[config.mk]
export PLATFORM = sky130hd
export DESIGN_NAME = kbd_fifo_mmio
export DESIGN_NICKNAME = d
export VERILOG_FILES = /design/src/rtl/kbd_fifo_mmio_pkg.sv /design/src/rtl/kbd_fifo_mmio_rise_edge.sv /design/src/rtl/kbd_fifo_mmio.sv
export SDC_FILE = /design/constraint.sdc
export NUM_CORES = 1
export LEC_CHECK = 0
export ABC_AREA = 1
export CORE_MARGIN = 1.5
export CORE_UTILIZATION = 49
export DETAILED_ROUTE_END_ITERATION = 10
export PLACE_DENSITY = 0.74
export RECOVER_POWER = 100
export SLEW_MARGIN = 20
export SYNTH_ARGS = -nofsm -noshare
export SYNTH_HDL_FRONTEND = slang
export SYNTH_SLANG_ARGS = --single-unit
[constraint.sdc]
create_clock -name clk -period 2.1 [get_ports clk]
set_input_delay 0.525 -clock clk [delete_from_list [all_inputs] [get_ports clk]]
set_output_delay 0.525 -clock clk [all_outputs]
set_load 0.01 [all_outputs]
[src/rtl/kbd_fifo_mmio_pkg.sv]
// Shared keyboard-queue definitions: status bit positions, MMIO offsets
// and the per-cycle FIFO operation bundle.
package kbd_fifo_mmio_pkg;

    localparam int KBD_ST_EMPTY = 8;
    localparam int KBD_ST_FULL  = 9;
    localparam int KBD_ST_OVF   = 10;

    localparam logic [3:0] KBD_DATA_OFS = 4'h0;
    localparam logic [3:0] KBD_STAT_OFS = 4'h4;

    typedef struct packed {
        logic push;
        logic pop;
        logic flush;
    } kbd_op_t;

endpackage

[src/rtl/kbd_fifo_mmio_rise_edge.sv]
// One-bit rising-edge detector; the previous level is registered.
module rise_edge (
    input  logic clk,
    input  logic reset,
    input  logic d,
    output logic rise
);

    logic q;

    always_ff @(posedge clk or posedge reset) begin
        if (reset)
            q <= 1'b0;
        else
            q <= d;
    end

    assign rise = d & ~q;

endmodule

[src/rtl/kbd_fifo_mmio.sv]
// Keyboard ASCII queue exposed to the CPU as a data byte plus status word.
// One byte is pushed per kb_we strobe and popped per rd_req strobe.
module kbd_fifo_mmio
    import kbd_fifo_mmio_pkg::*;
#(
    parameter int DEPTH = 8,
    parameter int AW    = 3
) (
    input  logic          clk,
    input  logic          reset,
    input  logic          kb_we,
    input  logic [7:0]    kb_ascii,
    input  logic          rd_req,
    input  logic          clr,
    output logic [7:0]    rd_data,
    output logic [AW:0]   count,
    output logic          empty,
    output logic          full,
    output logic          ovf,
    output logic [31:0]   status
);

    logic          kb_rise;
    logic          rd_rise;
    logic [7:0]    mem [DEPTH];
    logic [AW-1:0] rptr;
    logic [AW-1:0] wptr;
    kbd_op_t       op;
    logic          do_push;
    logic          do_pop;

    rise_edge u_kb_edge (
        .clk   (clk),
        .reset (reset),
        .d     (kb_we),
        .rise  (kb_rise)
    );

    rise_edge u_rd_edge (
        .clk   (clk),
        .reset (reset),
        .d     (rd_req),
        .rise  (rd_rise)
    );

    assign empty = (count == '0);
    assign full  = (count == (AW+1)'(DEPTH));

    // A full queue still accepts a push when a pop frees a slot that cycle
    always_comb begin
        op.push  = kb_rise && (kb_ascii != 8'h00);
        op.pop   = rd_rise;
        op.flush = clr;
        do_pop   = op.pop && !empty;
        do_push  = op.push && (!full || op.pop);
    end

    always_ff @(posedge clk or posedge reset) begin
        if (reset) begin
            rptr    <= '0;
            wptr    <= '0;
            count   <= '0;
            rd_data <= 8'h00;
            ovf     <= 1'b0;
        end else if (op.flush) begin
            rptr    <= '0;
            wptr    <= '0;
            count   <= '0;
            rd_data <= 8'h00;
            ovf     <= 1'b0;
        end else begin
            if (op.pop)
                rd_data <= empty ? 8'h00 : mem[rptr];
            if (do_pop)
                rptr <= rptr + 1'b1;
            if (do_push)
                wptr <= wptr + 1'b1;
            if (op.push && full && !op.pop)
                ovf <= 1'b1;
            unique case (1'b1)
                (do_push && !do_pop): count <= count + 1'b1;
                (do_pop && !do_push): count <= count - 1'b1;
                default:              count <= count;
            endcase
        end
    end

    always_ff @(posedge clk) begin
        if (do_push && !op.flush)
            mem[wptr] <= kb_ascii;
    end

    always_comb begin
        status               = '0;
        status[AW:0]         = count;
        status[KBD_ST_EMPTY] = empty;
        status[KBD_ST_FULL]  = full;
        status[KBD_ST_OVF]   = ovf;
    end

endmodule

Word-level counts from Yosys, hierarchy flattened
Memories as Yosys holds them, arrays and structs flattened.
Cells that the tools add are included.
{"block": "classes", "n_addsub": 4, "mul": 0, "div": 0, "magnitude_cmp": 0, "eq_ne": 1, "shift": 0, "mux": 13, "n_bitwise": 4, "reduce_logical": 22}
{"operator": "two-way mux 8 bit", "count": 3}
{"operator": "two-way mux 3 bit", "count": 4}
{"operator": "logical AND 1 bit", "count": 8}
{"operator": "one-hot mux 4 bit (2 select lines)", "count": 1}
{"operator": "nonzero test 2 bit", "count": 4}
{"operator": "nonzero test 8 bit", "count": 1}
{"operator": "adder 3 x 1 -> 3 bit (second input constant)", "count": 2}
{"operator": "logical NOT 1 bit", "count": 6}
{"operator": "adder 4 x 1 -> 4 bit (second input constant)", "count": 1}
{"operator": "== test 4 bit (second input constant)", "count": 1}
{"operator": "logical NOT 4 bit", "count": 1}
{"operator": "two-way mux 1 bit", "count": 4}
{"operator": "two-way mux 4 bit", "count": 1}
{"operator": "subtractor 4 x 1 -> 4 bit (second input constant)", "count": 1}
{"operator": "nonzero test 3 bit", "count": 1}
{"operator": "AND 1 bit", "count": 2}
{"operator": "inverter 1 bit", "count": 2}
{"operator": "logical OR 1 bit", "count": 1}
{"block": "totals", "ff_bits": 21, "latchBits": 0, "ramBits": 64, "romBits": 0, "in_bits": 13, "output_inout_bits": 47, "n_memories": 1}
{"name": "mem", "words": 8, "word_bits": 8, "read_ports": 1, "rd_clocked_by_memory_dff": 0, "write_ports": 1, "line_no": "kbd_fifo_mmio.sv:25", "rtl": "logic [7:0] mem [DEPTH];"}

Logic depth before layout (Yosys ltp)
{"block": "depth", "depth_word": 8, "ltp_mapped": 14, "ltp_nobuf": 14}

By module
A second synthesis with hierarchy kept.
{"block": "hier_totals", "hier_cells": 335, "area_unflattened_um2": 3828.7}
{"module": "kbd_fifo_mmio", "instances": 1, "cells_each": 327, "area_per_inst_um2": 3751.1, "seq_area_each_um2": 2397.3}
{"module": "rise_edge", "instances": 2, "cells_each": 4, "area_per_inst_um2": 38.8, "seq_area_each_um2": 25.0}

Worst setup path before layout
Ideal clock, no wire load.
{"block": "synth_timing", "kind": "input port to flip-flop", "start": "input kb_we", "end": "memory mem[4][0], enable pin", "t_arrival_ns": 1.588, "t_required_ns": 1.730, "slack_ns": 0.142, "stages": 8, "n_path_buf": 0, "path_cell_list": "inv_1 > nor2_1 > o21ai_4 > inv_2 > nand2_2 > nor2_1 > nand2_1 > nor2_1"}
{"block": "synth_via", "elab_chain_cells": 6}
{"item": "from (decl)", "line_no": "kbd_fifo_mmio.sv:11", "rtl": "input logic kb_we,"}
{"item": "AND 1 bit", "line_no": "kbd_fifo_mmio_rise_edge.sv:18", "rtl": "assign rise = d & ~q;"}
{"item": "logical AND 1 bit", "line_no": "kbd_fifo_mmio.sv:51", "rtl": "op.push = kb_rise && (kb_ascii != 8'h00);"}
{"item": "logical AND 1 bit", "line_no": "kbd_fifo_mmio.sv:55", "rtl": "do_push = op.push && (!full || op.pop);"}
{"item": "logical AND 1 bit", "line_no": "kbd_fifo_mmio.sv:89", "rtl": "if (do_push && !op.flush)"}
{"item": "two-way mux 1 bit", "line_no": "kbd_fifo_mmio.sv:89"}
{"item": "two-way mux 1 bit (implied by the code)", "line_no": "kbd_fifo_mmio.sv:90", "rtl": "mem[wptr] <= kb_ascii;"}
{"item": "to (decl)", "line_no": "kbd_fifo_mmio.sv:25"}
Every way passes these cells.

Worst setup path after layout
{"block": "layout_timing", "start": "input kb_we", "end": "memory mem[3][6], enable pin"}
The elaborated chain is that of the path after synthesis.

==> metrics.md <==
| Metric | Value |
|---|---|
| Outcome | `complete, no violations` |
| Worst r2r src | `count[2]` |
| Multi-input gate area in the final layout | `1150 um2` |
| Worst reg-to-reg path cell count | `14` |
| Power density over the cells | `between 800 and 900 nW/um2` |
| Clk slew on worst S/H paths | `roughly 90 ps` |
| Drt pass-1 iters | `5` |
| Max-Slew Margin vs Limit | `60.1%` |
| TritonCTS Buffers | `9` |
| Final worst setup slack | `just under 50 ps` |
| Non-Filler Instances | `about 500` |
| Crit-path max FO | `8` |
| ANT nets after route | `0` |
| Vias in the first global route | `2431` |
| Pin count of the biggest net entering global routing | `34` |
| VDD IR-drop max | `~0.00033 V` |
| Mapped Cells | `331` |
| Port bufs | `34` |
| Element type at the critical path end | `flip-flop` |
| Avg Inst Size Synth | `about 12 um2` |
| Max Slew Vio Count | `0` |
| Synth Area in XOR/XNOR | `0.227%` |
| Vias | `2595` |
| RSZ-0062 raised after global routing | `true` |
| Starting Density | `between 50 and 60%` |
| Drt initial violations | `188` |
| Combinational family with the most area after synthesis | `simple AND/OR/NAND/NOR gates` |
| Gr ovfl total | `0` |
| Utilization after layout | `60.5%` |
| Area delta synth->final | `20.7%` |
| Average wire per standard cell | `approximately 15 um` |
| Period utilization | `97.7%` |
| Yosys reg bits | `85` |
| Core footprint | `a little under 8000 um2` |
| Post-synthesis cell type count | `34` |
| Reg2reg end | `count[3]` |
| Worst Clk Skew | `13.6 ps` |
| Antenna diodes | `0` |
| Sequential-to-total area share from yosys stat | `63.5%` |
| Critical Path AT | `2100 ps` |
| Hold_buf cts | `0` |
| Drt drc | `0` |
| Wirelength, routed | `7610 um` |
| WP data required | `2150 ps` |
| Final setup vio count | `0` |
| Count of synthesis-stage warnings from yosys | `0` |
| Overall Global Routing Usage | `19.5%` |
| First-pass GRT wire length | `around 12000 um` |
| Achievable Freq | `approximately 490 MHz` |
| Leak | `between 1.5 and 2 nW` |
| Sequential standard cell area | `approximately 2400 um2` |
| Slew at the pin with the worst max-slew slack | `around 600 ps` |
| Die W | `91.7 um` |
| Die area | `8410 um2` |
| Half-perimeter wire length after placement | `5170 um` |
| Setup Slack @ Placement | `-413 ps` |
| Max Cap Viol | `0` |
| Clk Latency, worst-skew pair | `350 ps` |
| Placed cells | `483` |
| Synth Area in Simple Gates | `13.4%` |
| Die height | `91.7 um` |
| Nets | `roughly 400` |
| Clock period minus final worst setup slack | `2050 ps` |
| TNS Setup | `0 ps` |
| Row count | `32` |
| Root buf cell | `clkbuf_8` |
| Pwr Total | `about 3.9 mW` |
| Via density | `about 5.2` |
| Post-synthesis compound-gate area fraction | `under 10%` |
| H-tree levels | `3` |
| I/O pins | `60` |
| Gpl congestion | `roughly 0.9` |
| Mux contribution to synthesized area | `2.08%` |
| Final Hold Fails | `0` |
| Share of layout cells above drive strength 1 | `20.3%` |
| CP Launch Type | `primary input` |
| CTS sink count | `85` |
| Hold crit path type | `in -> async` |
| Synth Area in Adders | `under 10%` |
| Filler cells | `616` |
| WS Path Type | `in -> reg` |
| Clock tree from TritonCTS | `yes` |
| Max Buffers Root-to-Sink | `2` |
| Netlist Area Pre-Place | `3860 um2` |
| Initial antenna violation count | `0` |
| Register-to-register setup slack | `300 ps` |
## layout by cell type, fill, tap and decap left out, drive strengths merged
master and count:
conb 25, bufinv 1, nand3 17, nand4 1, nor2 53, ha 4, o32ai 8, nand2 40
o21ai 25, a21oi 4, edfxtp 64, clkdlybuf4s25 2, clkbuf 11, dlygate4sd2 4, nand3b 1, dfrtp 21
o221ai 8, xor2 1, o21a 1, clkdlybuf4s50 26, dlymetal6s2s 2, buf 37, mux2i 8, o211ai 8
inv 24, clkinv 1, clkinvlp 2
## area by class of cell
type / count / share of cell area [%]
Clock buffer: 10 / 2.74
Multi-Input combinational cell: 204 / 24.8
Tap cell: 102 / 2.74
Clock inverter: 6 / 1.53
Sequential cell: 85 / 52.6
Inverter: 22 / 1.83
Timing Repair Buffer: 72 / 13.8
## worst max-delay path by stage
stage	depth (start not counted)	slack [ps]	start	endpoint
floorplan	8	140	kb_we	mem[4][0]
global placement	13	-360	kb_ascii[1]	count[3]
detailed placement	13	-410	kb_ascii[1]	count[3]
CTS	13	20	kb_ascii[2]	count[3]
global route	13	-60	kb_ascii[7]	count[3]
finish	10	50	kb_we	mem[3][6]
## state kept, by name, summed over array words and instances (netlist names)
signal	cells
mem	64
ovf	1
wptr	3
u_rd_edge.q	1
u_kb_edge.q	1
rptr	3
rd_data	8
count	4
## power breakdown
group          switching (mW)  internal [mW]
clock network           0.586          0.560
logic                   0.463          0.352
registers              0.0397           1.86
## timing repair
| item | in CTS | in global routing |
|---|---|---|
| setup buffers | 2 | 0 |
| gates resized for setup | 7 | 12 |
| setup endpoints to repair | 5 | 39 |
| pin swaps | 3 | 5 |
## per-layer routing
| metal | GRT usage, % | vias up | wire [um] |
|---|---|---|---|
| li1 | - | 1230 | - |
| met1 | 26.1 | 1261 | 3360 |
| met2 | 31.7 | 96 | 3760 |
| met3 | 3.32 | 8 | 414 |
| met4 | 8.21 | 0 | 77 |
| met5 | 0 | - | 0 |
## logic make-up after synthesis
kind of cell | Yosys count
simple gates | 112
flops | 85
buf+inv | 66
compound gates | 54
mux | 8
fa+ha+maj | 4
other cells | 1
xor+xnor | 1
## Yosys cell counts
cell type / number / area share (%)
clkbuf_2: 1 / 0.13
a21oi_1: 3 / 0.39
nand3b_1: 1 / 0.19
nand2_2: 5 / 0.81
nor2_2: 1 / 0.16
nand4_1: 1 / 0.16
inv_4: 1 / 0.16
o21ai_4: 1 / 0.42
a21oi_2: 1 / 0.23
o221ai_1: 8 / 1.8
o21ai_2: 1 / 0.23
nand3_1: 14 / 1.8
o21a_1: 1 / 0.19
inv_1: 17 / 1.7
buf_2: 4 / 0.52
ha_1: 4 / 1.3
inv_2: 4 / 0.39
o21ai_0: 19 / 2.5
nor2_8: 1 / 0.52
edfxtp_1: 64 / 50
o21ai_1: 4 / 0.52
o32ai_1: 8 / 1.8
clkbuf_1: 7 / 0.68
dfrtp_1: 21 / 14
conb_1: 1 / 0.097
nand3_2: 3 / 0.78
nor2_4: 1 / 0.29
nand2_8: 1 / 0.52
buf_4: 32 / 6.2
o211ai_1: 8 / 1.6
xor2_1: 1 / 0.23
nand2_1: 34 / 3.3
nor2_1: 50 / 4.9
mux2i_1: 8 / 2.1
## through the flow
step           hold WS, ps  area (um2)
6_report               498        4650
5_1_grt                513        4650
4_1_cts                496        4620
3_5_place_dp           497        4410
3_3_place_gp           491        4410
2_1_floorplan          502        3950
## worst max-delay path, stage by stage
cell and delay (ps):
clkdlybuf4s50_1 500, inv_1 50, nor2_1 170, o21ai_4 120, inv_2 80, nand2_2 60
nor2_2 140, nand2_1 140, nor2_1 110, buf_4 200
Power figures use the tool's default switching activity.
